## config.mk

```make
export PLATFORM = sky130hd
export DESIGN_NAME = modlins_sched
export DESIGN_NICKNAME = d
export VERILOG_FILES = /design/src/rtl/modlins_sched.sv
export SDC_FILE = /design/constraint.sdc
export NUM_CORES = 1
export LEC_CHECK = 0
export ABC_AREA = 1
export BUFFER_PORTS_ARGS = -buffer_cell sky130_fd_sc_hd__buf_2
export CAP_MARGIN = 25
export CORE_AREA = 3 3 174 176
export DETAILED_ROUTE_END_ITERATION = 7
export DIE_AREA = 0 0 177 179
export PLACE_DENSITY = 0.51
export SLEW_MARGIN = 20
export SYNTH_ARGS = -nofsm -noshare
export SYNTH_HDL_FRONTEND = slang
export SYNTH_SLANG_ARGS = --single-unit
```

## constraint.sdc

```tcl
create_clock -name clk -period 2.25 [get_ports clk]
set_clock_uncertainty 0.15 [all_clocks]
set_input_delay 0.225 -clock clk [delete_from_list [all_inputs] [get_ports clk]]
set_output_delay 0.225 -clock clk [all_outputs]
set_load 0.05 [all_outputs]
```

## src/rtl/modlins_sched.sv

```systemverilog
// modlins_sched: issue scheduler for the shared modular linear unit (modlins).
// Arbitrates NREQ requesters round-robin onto the unit's single issue port,
// registers the issue inputs, follows each operation through a LAT-deep tag
// pipeline and returns the result tagged with requester id and destination rn.
//
// Ports:
//   clk, rst_n                  clock, asynchronous active-low reset
//   req_valid/req_ready         per-requester handshake (ready is one-hot or 0)
//   req_op/req_a/req_b/req_rn   packed per-requester op, operands, dest tag
//   hold                        suppresses new grants
//   idle                        nothing issued or in flight
//   lins_en/op/a/b/rn           registered issue port to the unit
//   lins_res_i, lins_rn_i       unit result and echoed tag
//   rsp_valid/id/rn/res         tagged response stream (no backpressure)
//   tag_err                     sticky returned-tag mismatch flag
module modlins_sched #(
  parameter int unsigned NREQ     = 4,
  parameter int unsigned LAT      = 4,
  parameter int unsigned WORDSZ   = 32,
  parameter int unsigned RFSZLOG2 = 5
) (
  input  logic                       clk,
  input  logic                       rst_n,
  input  logic [NREQ-1:0]            req_valid,
  output logic [NREQ-1:0]            req_ready,
  input  logic [2*NREQ-1:0]          req_op,
  input  logic [WORDSZ*NREQ-1:0]     req_a,
  input  logic [WORDSZ*NREQ-1:0]     req_b,
  input  logic [RFSZLOG2*NREQ-1:0]   req_rn,
  input  logic                       hold,
  output logic                       idle,
  output logic                       lins_en,
  output logic [1:0]                 lins_op,
  output logic [WORDSZ-1:0]          lins_a,
  output logic [WORDSZ-1:0]          lins_b,
  output logic [RFSZLOG2-1:0]        lins_rn,
  input  logic [WORDSZ-1:0]          lins_res_i,
  input  logic [RFSZLOG2-1:0]        lins_rn_i,
  output logic                       rsp_valid,
  output logic [$clog2(NREQ)-1:0]    rsp_id,
  output logic [RFSZLOG2-1:0]        rsp_rn,
  output logic [WORDSZ-1:0]          rsp_res,
  output logic                       tag_err
);

  localparam int unsigned IDW = $clog2(NREQ);

  logic [IDW-1:0]      ptr;
  logic [IDW-1:0]      gnt_idx;
  logic                gnt_found;
  logic                hs;
  logic [31:0]         cand_w;
  logic [IDW-1:0]      cand;

  logic [1:0]          sel_op;
  logic [WORDSZ-1:0]   sel_a;
  logic [WORDSZ-1:0]   sel_b;
  logic [RFSZLOG2-1:0] sel_rn;

  logic [IDW-1:0]      iss_id;
  logic [LAT-1:0]      tv;
  logic [IDW-1:0]      tid [LAT];
  logic [RFSZLOG2-1:0] trn [LAT];

  // Round-robin search starting just after the last granted requester.
  always_comb begin
    gnt_found = 1'b0;
    gnt_idx   = '0;
    cand_w    = '0;
    cand      = '0;
    for (int unsigned k = 1; k <= NREQ; k++) begin
      cand_w = (32'(ptr) + k) % NREQ;
      cand   = IDW'(cand_w);
      if (!gnt_found && req_valid[cand]) begin
        gnt_found = 1'b1;
        gnt_idx   = cand;
      end
    end
  end

  assign hs = gnt_found & ~hold;

  always_comb begin
    req_ready = '0;
    if (hs) req_ready[gnt_idx] = 1'b1;
  end

  // Operand mux for the granted requester.
  always_comb begin
    sel_op = '0;
    sel_a  = '0;
    sel_b  = '0;
    sel_rn = '0;
    for (int unsigned i = 0; i < NREQ; i++) begin
      if (gnt_idx == IDW'(i)) begin
        sel_op = req_op[2*i +: 2];
        sel_a  = req_a[WORDSZ*i +: WORDSZ];
        sel_b  = req_b[WORDSZ*i +: WORDSZ];
        sel_rn = req_rn[RFSZLOG2*i +: RFSZLOG2];
      end
    end
  end

  // Pointer and issue register; issue fields are zeroed when nothing issues.
  always_ff @(posedge clk or negedge rst_n) begin
    if (!rst_n) begin
      ptr     <= IDW'(NREQ - 1);
      lins_en <= 1'b0;
      lins_op <= '0;
      lins_a  <= '0;
      lins_b  <= '0;
      lins_rn <= '0;
      iss_id  <= '0;
    end else begin
      lins_en <= hs;
      if (hs) begin
        ptr     <= gnt_idx;
        lins_op <= sel_op;
        lins_a  <= sel_a;
        lins_b  <= sel_b;
        lins_rn <= sel_rn;
        iss_id  <= gnt_idx;
      end else begin
        lins_op <= '0;
        lins_a  <= '0;
        lins_b  <= '0;
        lins_rn <= '0;
        iss_id  <= '0;
      end
    end
  end

  // Tag pipeline shifts every cycle; the unit cannot stall, so it stays aligned.
  always_ff @(posedge clk or negedge rst_n) begin
    if (!rst_n) begin
      tv <= '0;
      for (int unsigned i = 0; i < LAT; i++) begin
        tid[i] <= '0;
        trn[i] <= '0;
      end
    end else begin
      tv[0]  <= lins_en;
      tid[0] <= iss_id;
      trn[0] <= lins_rn;
      for (int unsigned i = 1; i < LAT; i++) begin
        tv[i]  <= tv[i-1];
        tid[i] <= tid[i-1];
        trn[i] <= trn[i-1];
      end
    end
  end

  assign rsp_valid = tv[LAT-1];
  assign rsp_id    = tid[LAT-1];
  assign rsp_rn    = trn[LAT-1];
  assign rsp_res   = rsp_valid ? lins_res_i : '0;
  assign idle      = ~lins_en & ~(|tv);

  always_ff @(posedge clk or negedge rst_n) begin
    if (!rst_n) begin
      tag_err <= 1'b0;
    end else if (rsp_valid && (lins_rn_i != rsp_rn)) begin
      tag_err <= 1'b1;
    end
  end

endmodule

```

# ---- Yosys cells after proc, flatten, opt, wreduce, memory -nomap -nowiden
# Cells that the tools add are included.
dict set report classes {
  magnitude_cmp 6
  reduce_logical 10
  eq_ne 4
  add_sub_neg 4
  mux 41
  n_bitwise 5
}
# op n
set op_table {}
lappend op_table {{2-to-1 mux 32 bit} 11}
lappend op_table {{2-to-1 mux 5 bit} 5}
lappend op_table {{2-to-1 mux 2 bit} 10}
lappend op_table {{< comparator 2 x 3 -> 1 bit, second input constant} 5}
lappend op_table {{2-to-1 mux 1 bit} 9}
lappend op_table {{binary-select mux 1 bit (select 2 bit)} 4}
lappend op_table {{logical AND 1 bit} 5}
lappend op_table {{!= test 5 bit} 1}
lappend op_table {{adder 2 x 1 -> 2 bit, second input constant} 2}
lappend op_table {{adder 2 bit, second input constant} 2}
lappend op_table {{equality test 2 bit, second input constant} 2}
lappend op_table {{2-to-1 mux 4 bit} 1}
lappend op_table {{OR reduction 4 bit} 1}
lappend op_table {{zero test 1 bit} 3}
lappend op_table {{inverter 1 bit} 3}
lappend op_table {{AND 1 bit} 2}
lappend op_table {{demux 1 bit (select 2 bit)} 1}
lappend op_table {{equality test 2 x 1 -> 1 bit, second input constant} 1}
lappend op_table {{>= comparator 2 x 1 -> 1 bit, second input constant} 1}
lappend op_table {{zero test 2 bit} 1}
dict set report word_totals {
  wordCells 87
  output_inout_bits 118
  input_bits 328
  register_bits 109
}

# ---- Logic depth before layout (Yosys ltp)
# Gate-level depths: netlist (run 1).
dict set report logic_depth {
  ltp_word 19
  mapped_depth 17
  mapped_depth_nobuf 15
}

# ---- Least setup slack after synthesis (run 1)
# Ideal clock, no wire load.
dict set report synth_timing {
  path_kind {reg-to-output}
  startpoint {register ptr[0]}
  endpoint {output port req_ready[1]}
  arrival_ns 2.383
  path_buffers 3
  t_required_ns 1.875
  stages_incl_launch_ff 16
  path_slack_ns -0.508
  path_cell_list {dfstp_2 buf_4 inv_6 nand2_2 nand2_1 nand2_1 nand2_1 nor2_4 nand3_2 nand2_4 nand2_4 buf_6 buf_6 nor2_2 inv_1 nor2_1}
}
dict set report synth_between {
  elab_chain_cells 18
  elab_cells_between_ends 33
  classes_between {add/sub (4); order compare (2); mux (19); bitwise (1); reduce/logical (7)}
}
# element line_no
set synth_lines {}
lappend synth_lines {{start: declaration} 48} ;# logic [IDW-1:0] ptr;
lappend synth_lines {{start signal: assignment} 107} ;# ptr <= IDW'(NREQ - 1);
lappend synth_lines {{start signal: assignment} 117} ;# ptr <= gnt_idx;
lappend synth_lines {{adder 2 x 1 -> 2 bit} 72} ;# cand_w = (32'(ptr) + k) % NREQ;
lappend synth_lines {{binary-select mux 1 bit (select 2 bit)} 74} ;# if (!gnt_found && req_valid[cand]) begin
lappend synth_lines {{2-to-1 mux 1 bit (implied by the code)} 74}
lappend synth_lines {{2-to-1 mux 1 bit} 74}
lappend synth_lines {{zero test 1 bit} 74}
lappend synth_lines {{logical AND 1 bit} 74}
lappend synth_lines {{2-to-1 mux 1 bit} 74}
lappend synth_lines {{zero test 1 bit} 74}
lappend synth_lines {{[2 not listed]} n/a}
lappend synth_lines {{zero test 1 bit} 74}
lappend synth_lines {{logical AND 1 bit} 74}
lappend synth_lines {{2-to-1 mux 2 bit} 74}
lappend synth_lines {{< comparator 2 x 3 -> 1 bit (implied by the code) / >= comparator 2 x 1 -> 1 bit (equally long branches)} 85} ;# if (hs) req_ready[gnt_idx] = 1'b1;
lappend synth_lines {{logical AND 1 bit (implied by the code)} 85}
lappend synth_lines {{2-to-1 mux 1 bit (implied by the code)} 85}
lappend synth_lines {{demux 1 bit (select 2 bit)} 85}
lappend synth_lines {{2-to-1 mux 4 bit (*)} 85}
lappend synth_lines {{end: declaration} 25} ;# output logic [NREQ-1:0] req_ready,
# Mark *: on every way between the ends. The rest lies on a longest branch, timed or not. The select of a mux whose other input is x is not followed.

# ---- Final worst setup path (run 1)
# Same ends and word-level chain as after synthesis.

==> results of run 1 <==
-- critical path: cells and delay by family, from the launching register on --
kind,cells,cell delay (ns)
AOI/OAI and AO/OA,1,0.20
buffers and inverters,4,0.42
and+or+nand+nor,8,0.61
DFF,1,0.62
-- repair_timing --
item | 4_1_cts | 5_1_grt
hold endpoints to repair | 57 | 0
setup endpoints to repair | 77 | 79
gates cloned | 8 | 5
hold buffers | 34 | 0
gates resized for setup | 67 | 18
buffers inserted | 11 | 8
pin swaps | 29 | 14
-- registers in the layout, indices dropped and copies added (netlist names) --
register  flops
rsp_rn        5
lins_op       2
tv            4
lins_a       32
tag_err       1
tid           6
lins_b       32
rsp_id        2
ptr           2
trn          15
lins_rn       5
lins_en       1
iss_id        2
-- per-stage QoR --
step                cells  hold WS (ns)  setup WS (ns)
finish               1784       0.00409         -0.350
detailed placement   1700        0.0440         -0.372
CTS                  1769       0.00271         -0.342
global route         1784       0.00347         -0.502
global placement     1700        0.0416         -0.291
floorplan             875        -0.221         -0.139
-- cell families after synthesis --
| family | Yosys count | share of synthesized area (%) |
|---|---|---|
| xor+xnor | 3 | 0.412 |
| buf+inv | 188 | 13.3 |
| simple gates | 382 | 27.9 |
| compound gates | 193 | 15.5 |
| flops | 109 | 42.9 |
-- cells in the final DEF (no fill, tap or decap), drive strengths merged, types with 3 or more instances in the layout --
cell type	netlist	routed
a21oi	80	80
buf	42	527
bufbuf	0	6
clkbuf	23	16
clkinv	0	3
dfrtp	107	107
dlygate4sd3	0	34
inv	123	125
nand2	236	236
nand3	36	36
nand3b	56	56
nor2	50	50
o21ai	109	109
xor2	3	3
-- final cells by class --
type                       instances  area (µm²)
fill                            3050       18000
timing repair buffer             572        3850
multi-input combinational        578        2970
sequential                       109        2730
tap                              384         480
inverter                         123         477
clock buffer                      11         233
clock inverter                     5        46.3
antenna                            2        5.00
-- power groups by stage --
| stage | clock network (µW) | registers [µW] | logic (µW) |
|---|---|---|---|
| 2_1_floorplan | 0 | 4630 | 7550 |
| 3_3_place_gp | 0 | 3020 | 13800 |
| 3_5_place_dp | 0 | 3030 | 13900 |
| 4_1_cts | 1660 | 3000 | 16600 |
| 5_1_grt | 1730 | 3050 | 18900 |
| 6_report | 1590 | 2980 | 17600 |
-- per-layer routing --
metal	part of all wire [%]	track usage (%)	wire (µm)	up-vias
met5	0.098	0	31	-
met4	2.7	6.78	863	4
met3	8.4	5.15	2650	43
met2	52	34.3	16400	350
met1	37	19.7	11700	3616
li1	-	-	-	3798
-- worst paths after layout --
path / from / end / slack [ns]
max in group asynchronous: rst_n / lins_b[2]$_DFF_PN0_ / 1.08
setup / recovery: ptr[0]$_DFFE_PN1P_ / req_ready[1] / -0.35
setup reg to reg: ptr[0]$_DFFE_PN1P_ / lins_a[21]$_DFF_PN0_ / -0.35
hold reg to reg: trn[13]$_DFF_PN0_ / trn[8]$_DFF_PN0_ / 0.20
hold / removal: req_a[103] / lins_a[7]$_DFF_PN0_ / 0.004
min in group asynchronous: rst_n / lins_b[21]$_DFF_PN0_ / 0.20
==> impl_metrics.env, run 1 <==
export IMPL_crit_required_ns=1.88
export IMPL_synth_nets=1203
export IMPL_setup_violations_final=75
export IMPL_die_w_um=177
export IMPL_period_needed_ns=2.60
export IMPL_p_leak_uw=0.00619
export IMPL_coreArea_mm2=0.0288
export IMPL_drt_vias_per_instance=4.38
export IMPL_synth_top_area_share_pct=42.0
export IMPL_clockRootBuffer="clkbuf_16"
export IMPL_max_stage_delay_ns=0.62
export IMPL_r2r_cells=17
export IMPL_synth_edf_count=0
export IMPL_hold_path_class="input pin to register"
export IMPL_p_seq_share_pct=13.5
export IMPL_drv_cap=0
export IMPL_violations="setup timing"
export IMPL_ys_warn_count=0
export IMPL_total_power_uw=22200
export IMPL_max_freq_mhz=385
export IMPL_synth_most_common_cell="nand2_1"
export IMPL_synthDistinctLibCells=33
export IMPL_grt_pass1_wl_mm=43.6
export IMPL_htree_levels=3
export IMPL_grt_max_degree=54
export IMPL_status="complete, but fails checks"
export IMPL_remaining_drc_errors=0
export IMPL_crit_fanout=8
export IMPL_clkTransAtPathRegs_ns=0.09
export IMPL_synth_common_cells="226 x nand2_1, 118 x inv_1, 107 x dfrtp_1"
export IMPL_rsz0062_at_grt="yes"
export IMPL_clock_sinks=109
export IMPL_dr_pass1_iters=4
export IMPL_cp_slowest_cell="dfstp_2"
export IMPL_hold_depth=3
export IMPL_ir_worst_vdd_mv=1.10
export IMPL_drt_iter0_markers=268
export IMPL_layout_drive_gt1_share_pct=44.1
export IMPL_final_area_mm2=0.0108
export IMPL_ys_seq_elements=109
export IMPL_synth_main_ff_cell="dfrtp_1"
export IMPL_end_kind="primary output"
export IMPL_tns_ns=-17.65
export IMPL_p_switching_uw=11700
export IMPL_fp_dieH_um=179
export IMPL_num_io_pins=446
export IMPL_dp_hpwl_mm=22.9
export IMPL_fin_util_pct=37.5
export IMPL_relSlewSlack_pct=70.8
export IMPL_pwr_share_clk_pct=7.2
export IMPL_fin_ws_ns=-0.350
export IMPL_dr_total_vias=7811
export IMPL_overflow=0
export IMPL_die_area_mm2=0.0317
export IMPL_io_buffers=445
export IMPL_synthCells=875
export IMPL_hold_viol_final=0
export IMPL_internal_power_uw=10500
export IMPL_cts_buffers=9
export IMPL_path_class="register to primary output"
export IMPL_cts_tree="done"
export IMPL_wl_mm=31.6
export IMPL_place_gp_congestion=0.937
export IMPL_track_usage_pct=18.4
export IMPL_startpoint_type="register"
export IMPL_maxSlewViolCount=0
export IMPL_antenna_left=0
export IMPL_yosysSeqAreaShare_pct=42.9
export IMPL_synthTopCellsByArea="dfrtp_1 42%, nand2_1 13%, inv_1 7.0%"
export IMPL_postSynthAreaPerCell_um2=7.28
export IMPL_comb_power_share_pct=79.4
export IMPL_cts_buffer_depth=2
export IMPL_wire_per_inst_um=17.7
export IMPL_antenna_found_initial=4
export IMPL_grt_pass1_vias=7661
export IMPL_crit_chain="inv_6 > nand2_1 > nand2_2 > nand2_4 > nand2_4 > nor2_4 > nand2_2 > o21ai_4 > buf_6 > nor2_4 > inv_2 > nor2_4 > buf_8"
export IMPL_arrival_ns=2.22
export IMPL_placed_cell_area_mm2=0.00938
export IMPL_worst_pin_slew_ns=0.438
export IMPL_swShare_pct=52.6
export IMPL_insertion_delay_ns=0.36
export IMPL_critPathMostFrequentCell="nor2_4"
export IMPL_netlist_area_mm2=0.00637
export IMPL_yosysTopAreaCell="dfrtp_1"
export IMPL_fp_row_count=62
export IMPL_nNetsFinal=1721
export IMPL_syn_to_final_growth_pct=69.3
export IMPL_fin_crit_sh_pct=116
export IMPL_start_util_pct=22.1
export IMPL_power_density_mw_per_mm2=2060
export IMPL_async_reset_ff_share_pct=100
Power figures use the tool's default switching activity.
==> inputs of run 2 (changes only) <==
--- a/config.mk
+++ b/config.mk
@@ -8,9 +8,10 @@
 export ABC_AREA = 1
 export BUFFER_PORTS_ARGS = -buffer_cell sky130_fd_sc_hd__buf_2
 export CAP_MARGIN = 25
-export CORE_AREA = 3 3 174 176
+export CORE_AREA = 3 3 173 175
 export DETAILED_ROUTE_END_ITERATION = 7
-export DIE_AREA = 0 0 177 179
+export DIE_AREA = 0 0 176 178
+export HOLD_SLACK_MARGIN = 0.06
 export PLACE_DENSITY = 0.51
 export SLEW_MARGIN = 20
 export SYNTH_ARGS = -nofsm -noshare
==> run 2 against run 1 <==
- count of clock-buffer cells in the layout did not move
- clock power hardly changed
- die area down 1.1%
- the flow still finishes with violations (setup timing)
- hold slack better by 0.057 ns
- flip-flop and latch count did not move
- first-iteration DRC count up 38%
- combinational power is 16% higher
==> impl_metrics.env, run 2 (synthesized netlist as in run 1, its figures left out) <==
export IMPL_status="complete, but fails checks"
export IMPL_violations="setup timing"
export IMPL_antenna_found_initial=3
export IMPL_clockRootBuffer="clkbuf_16"
export IMPL_wire_per_inst_um=18.4
export IMPL_grt_max_degree=54
export IMPL_fp_dieH_um=178
export IMPL_hold_viol_final=0
export IMPL_overflow=0
export IMPL_arrival_ns=2.24
export IMPL_top_regs="lins_a (32), lins_b (32), trn (15)"
export IMPL_fp_row_count=62
export IMPL_num_io_pins=446
export IMPL_rsz0062_at_grt="yes"
export IMPL_final_common_cell="buf_2"
export IMPL_die_w_um=176
export IMPL_die_area_mm2=0.0313
export IMPL_mostFrequentLayoutCells="440 x buf_2, 183 x dlygate4sd3_1, 156 x nand2_1"
export IMPL_r2r_start="ptr[0]$_DFFE_PN1P_"
export IMPL_cts_buffer_depth=2
export IMPL_setup_violations_final=75
export IMPL_nNetsFinal=1859
export IMPL_path_class="register to primary output"
export IMPL_remaining_drc_errors=0
export IMPL_period_needed_ns=2.62
export IMPL_antenna_left=0
export IMPL_r2r_end="lins_b[0]$_DFF_PN0_"
export IMPL_end_kind="primary output"
export IMPL_p_leak_uw=0.00693
export IMPL_clkTransAtPathRegs_ns=0.08
export IMPL_crit_fanout=8
export IMPL_r2r_cells=16
export IMPL_maxSlewViolCount=0
export IMPL_cts_buffers=9
export IMPL_cp_startpoint="ptr[0]$_DFFE_PN1P_"
export IMPL_syn_to_final_growth_pct=102
export IMPL_worst_pin_slew_ns=0.490
export IMPL_tns_ns=-16.51
export IMPL_hold_path_class="input pin to register"
export IMPL_track_usage_pct=21.2
export IMPL_power_density_mw_per_mm2=1940
export IMPL_hold_ws_ns=0.0607
export IMPL_clock_sinks=109
export IMPL_hold_depth=3
export IMPL_crit_required_ns=1.88
export IMPL_htree_levels=3
export IMPL_coreArea_mm2=0.0286
export IMPL_dp_hpwl_mm=22.8
export IMPL_drt_vias_per_instance=4.58
export IMPL_drv_cap=0
export IMPL_drt_iter0_markers=369
export IMPL_grt_pass1_wl_mm=50.4
export IMPL_startpoint_type="register"
export IMPL_io_buffers=445
export IMPL_place_gp_congestion=0.859
export IMPL_start_util_pct=22.3
export IMPL_cts_tree="done"
export IMPL_endpoint="req_ready[1]"
export IMPL_fin_ws_ns=-0.368
export IMPL_relSlewSlack_pct=67.3
export IMPL_insertion_delay_ns=0.35
export IMPL_fin_crit_sh_pct=116
export IMPL_max_freq_mhz=382
export IMPL_grt_pass1_vias=9019
export IMPL_wl_mm=35.4
export IMPL_r2r_slack_ns=-0.36
export IMPL_ir_worst_vdd_mv=1.34
export IMPL_dr_total_vias=8800
export IMPL_dr_pass1_iters=5
export IMPL_layout_drive_gt1_share_pct=46.7
run 2: cell types whose count changed in the layout (fill, tap and decap cells not counted), sizes merged:
| cell | previous run | this run |
|---|---|---|
| dlygate4sd3 | 34 | 183 |
| clkbuf | 16 | 14 |
| bufbuf | 6 | 1 |
| buf | 527 | 523 |
| diode | 2 | 1 |
| clkinv | 3 | 2 |
| clkinvlp | 0 | 1 |
run 2: area by class of cell:
class	count	area (µm²)
Inverter	123	493
Antenna cell	1	2.50
Tap cell	384	480
Fill cell	2721	15700
Clock buffer	11	233
Sequential cell	109	2730
Clock inverter	5	45.0
Multi-Input combinational cell	578	3490
Timing Repair Buffer	710	5410
run 2: power by group:
part | internal (µW) | switching [µW]
clock network | 774 | 805
logic | 8190 | 12200
registers | 2730 | 258
total | 11700 | 13300
run 2: per-layer routing:
layer / wire, µm / global-route usage [%] / up-vias / share of wire (%)
li1: - / - / 4074 / -
met1: 12900 / 22.6 / 4066 / 36
met2: 18000 / 39.2 / 529 / 51
met3: 2520 / 4.75 / 129 / 7.1
met4: 1950 / 10.6 / 2 / 5.5
met5: 13 / 0 / - / 0.037
run 2: worst max-delay path, stage by stage, from the launching register on:
cell and delay (ns):
dfstp_2 0.58, inv_6 0.06, nand2_2 0.06, nand2_2 0.07
nand2_2 0.09, nand2_4 0.08, nor2_4 0.14, nand3_2 0.09
nand2_4 0.11, nand2_8 0.07, buf_6 0.12, nor2_4 0.11
inv_2 0.06, nor2_4 0.08, buf_8 0.15
run 2: what timing repair did:
action / CTS / global route
pin swaps: 39 / 25
cloned: 14 / 3
hold endpoints to repair: 99 / 1
resized for setup: 213 / 69
hold buffers: 182 / 1
setup buffers: 12 / 3
setup endpoints to repair: 75 / 77
run 2: through the flow:
step / utilization (%) / std cells / setup slack [ns] / instance area [µm²] / total power (µW)
2_1_floorplan: - / 875 / -0.139 / 6410 / 12200
3_3_place_gp: 32.7 / 1690 / -0.273 / 9360 / 16800
3_5_place_dp: 32.7 / 1690 / -0.286 / 9360 / 16800
4_1_cts: 43.8 / 1914 / -0.363 / 12500 / 23900
5_1_grt: 45.0 / 1921 / -0.506 / 12900 / 26500
6_report: 45.0 / 1921 / -0.368 / 12900 / 25000
run 2: worst min path at each step:
stage / from / to / slack [ns]
detailed placement: rst_n / tag_err$_DFFE_PN0P_ / 0.07
global placement: rst_n / rsp_rn[1]$_DFF_PN0_ / 0.07
CTS: req_a[6] / lins_a[6]$_DFF_PN0_ / 0.06
floorplan: rst_n / iss_id[0]$_DFF_PN0_ / -0.22
finish: req_b[95] / lins_b[31]$_DFF_PN0_ / 0.06
global route: req_b[18] / lins_b[18]$_DFF_PN0_ / 0.06
==> inputs of run 3 (changes only) <==
--- a/config.mk
+++ b/config.mk
@@ -8,12 +8,11 @@
 export ABC_AREA = 1
 export BUFFER_PORTS_ARGS = -buffer_cell sky130_fd_sc_hd__buf_2
 export CAP_MARGIN = 25
-export CORE_AREA = 3 3 173 175
+export CORE_AREA = 3 3 170 172
 export DETAILED_ROUTE_END_ITERATION = 7
-export DIE_AREA = 0 0 176 178
+export DIE_AREA = 0 0 173 175
 export HOLD_SLACK_MARGIN = 0.06
-export PLACE_DENSITY = 0.51
-export SLEW_MARGIN = 20
+export PLACE_DENSITY = 0.53
 export SYNTH_ARGS = -nofsm -noshare
 export SYNTH_HDL_FRONTEND = slang
 export SYNTH_SLANG_ARGS = --single-unit
==> run 3 against run 2 <==
- the run still ends with setup timing left
- non-clock buffer count grew 11
- count of clock-buffer cells in the layout down 2
- register-to-register slack improved by 0.05 ns
- largest power group unchanged
- combinational power is 14% lower
- cell count increased by 0.47%
==> impl_metrics.env, run 3 (synthesized netlist as in run 1, its figures left out) <==
export IMPL_fin_ws_ns=-0.372
export IMPL_overflow=0
export IMPL_crit_required_ns=1.88
export IMPL_htree_levels=3
export IMPL_place_ws_ns=-0.309
export IMPL_drt_iter0_markers=395
export IMPL_wl_mm=34.2
export IMPL_p_leak_uw=0.00680
export IMPL_total_power_uw=22200
export IMPL_path_class="register to primary output"
export IMPL_num_io_pins=446
export IMPL_maxSlewViolCount=0
export IMPL_fin_util_pct=44.8
export IMPL_max_freq_mhz=381
export IMPL_ir_worst_vdd_mv=1.34
export IMPL_grt_pass1_vias=9001
export IMPL_grt_max_degree=52
export IMPL_coreArea_mm2=0.0276
export IMPL_arrival_ns=2.25
export IMPL_die_area_mm2=0.0303
export IMPL_fp_dieH_um=175
export IMPL_rsz0062_at_grt="yes"
export IMPL_hold_viol_final=0
export IMPL_cts_tree="done"
export IMPL_remaining_drc_errors=0
export IMPL_fin_crit_sh_pct=117
export IMPL_cts_buffers=9
export IMPL_clkTransAtPathRegs_ns=0.08
export IMPL_insertion_delay_ns=0.36
export IMPL_dr_total_vias=8843
export IMPL_dr_pass1_iters=7
export IMPL_hold_path_class="input pin to register"
export IMPL_mostFrequentLayoutCells="440 x buf_2, 205 x nand2_1, 198 x dlygate4sd3_1"
export IMPL_power_density_mw_per_mm2=1800
export IMPL_crit_fanout=5
export IMPL_cts_buffer_depth=2
export IMPL_status="complete, but fails checks"
export IMPL_worst_pin_slew_ns=0.346
export IMPL_die_w_um=173
export IMPL_startpoint_type="register"
export IMPL_place_gp_congestion=0.912
export IMPL_nNetsFinal=1870
export IMPL_setup_violations_final=75
export IMPL_dp_hpwl_mm=21.9
export IMPL_grt_pass1_wl_mm=49.7
export IMPL_track_usage_pct=21.1
export IMPL_clock_sinks=109
export IMPL_fp_row_count=61
export IMPL_period_needed_ns=2.62
export IMPL_top_regs="lins_a (32), lins_b (32), trn (15)"
export IMPL_end_kind="primary output"
export IMPL_drt_vias_per_instance=4.58
export IMPL_final_common_cell="buf_2"
export IMPL_io_buffers=445
export IMPL_final_cells=1930
export IMPL_syn_to_final_growth_pct=94.1
export IMPL_drv_cap=0
export IMPL_violations="setup timing"
export IMPL_clockRootBuffer="clkbuf_16"
export IMPL_layout_drive_gt1_share_pct=39.5
export IMPL_antenna_found_initial=5
export IMPL_placedCellCount=1685
export IMPL_antenna_left=0
export IMPL_wire_per_inst_um=17.7
export IMPL_relSlewSlack_pct=77.0
export IMPL_start_util_pct=23.1
export IMPL_placed_cell_area_mm2=0.00932
export IMPL_final_area_mm2=0.0124
## run 3: cell types whose count changed in the layout (fill, tap and decap cells not counted), moves of 7 or more
cell           change
a21oi_1           +26
a21oi_2           -23
buf_16             -7
buf_4             +10
dlygate4sd3_1     +15
nand2_1           +49
nand2_2           -32
nand2_4           -18
o21ai_0           +35
o21ai_1           -14
o21ai_2           -13
o21ai_4            -8
## run 3: timing repair
action,4_1_cts,5_1_grt
endpoints found under the setup margin,75,78
hold buffers,198,0
buffers inserted,10,5
cloned,5,6
gates resized for setup,41,47
pin swaps,18,18
hold endpoints to repair,178,0
## run 3: final timing paths
check                                    from              endpoint  slack [ns]  cells after the start
max in group asynchronous               rst_n    ptr[0]$_DFFE_PN1P_        1.28                      3
hold / removal                      req_b[71]   lins_b[7]$_DFF_PN0_        0.06                      3
hold reg to reg              tid[6]$_DFF_PN0_      tid[4]$_DFF_PN0_        0.20                      0
setup reg to reg           ptr[0]$_DFFE_PN1P_   lins_b[4]$_DFF_PN0_       -0.31                     15
setup / recovery           ptr[0]$_DFFE_PN1P_          req_ready[1]       -0.37                     12
min in group asynchronous               rst_n  lins_a[15]$_DFF_PN0_        0.10                      2
## run 3: critical path, stage by stage, from the launching register on
cell	delay, ns
dfstp_2	0.61
buf_4	0.14
nand2_1	0.09
nand3_2	0.10
nand2_2	0.07
nand4_1	0.12
nand2_1	0.10
inv_2	0.08
nand2_4	0.06
buf_12	0.14
buf_16	0.12
nor2_4	0.10
buf_8	0.15
## run 3: cell type report
| class | count | area (µm²) |
|---|---|---|
| antenna | 5 | 12.5 |
| clock buffer | 9 | 225 |
| clock inverter | 7 | 88.8 |
| fill | 2681 | 15300 |
| inverter | 123 | 467 |
| multi-input combinational | 578 | 3000 |
| sequential | 109 | 2730 |
| tap | 378 | 473 |
| timing repair buffer | 721 | 5370 |
## run 3: layer usage
metal | vias up | wire (µm) | part of all wire, % | track usage [%]
met5 | - | 0 | 0 | 0
met4 | 0 | 1900 | 5.6 | 12.2
met3 | 128 | 2740 | 8.0 | 4.72
met2 | 538 | 17200 | 50 | 37.7
met1 | 4084 | 12400 | 36 | 22.9
li1 | 4093 | - | - | -
## run 3: stage by stage
stage	hold slack, ns	setup TNS, ns
CTS	0.0603	-19.82
finish	0.0629	-17.01
global placement	-0.0580	-12.99
floorplan	-0.221	-0.344
global route	0.0748	-26.27
detailed placement	-0.0532	-15.76
## run 3: where the power goes
| group | internal, µW | leakage [µW] | switching (µW) | total [µW] |
|---|---|---|---|---|
| clock network | 892 | 0.000155 | 847 | 1740 |
| registers | 2740 | 0.00141 | 280 | 3010 |
| logic | 6690 | 0.00523 | 10800 | 17500 |
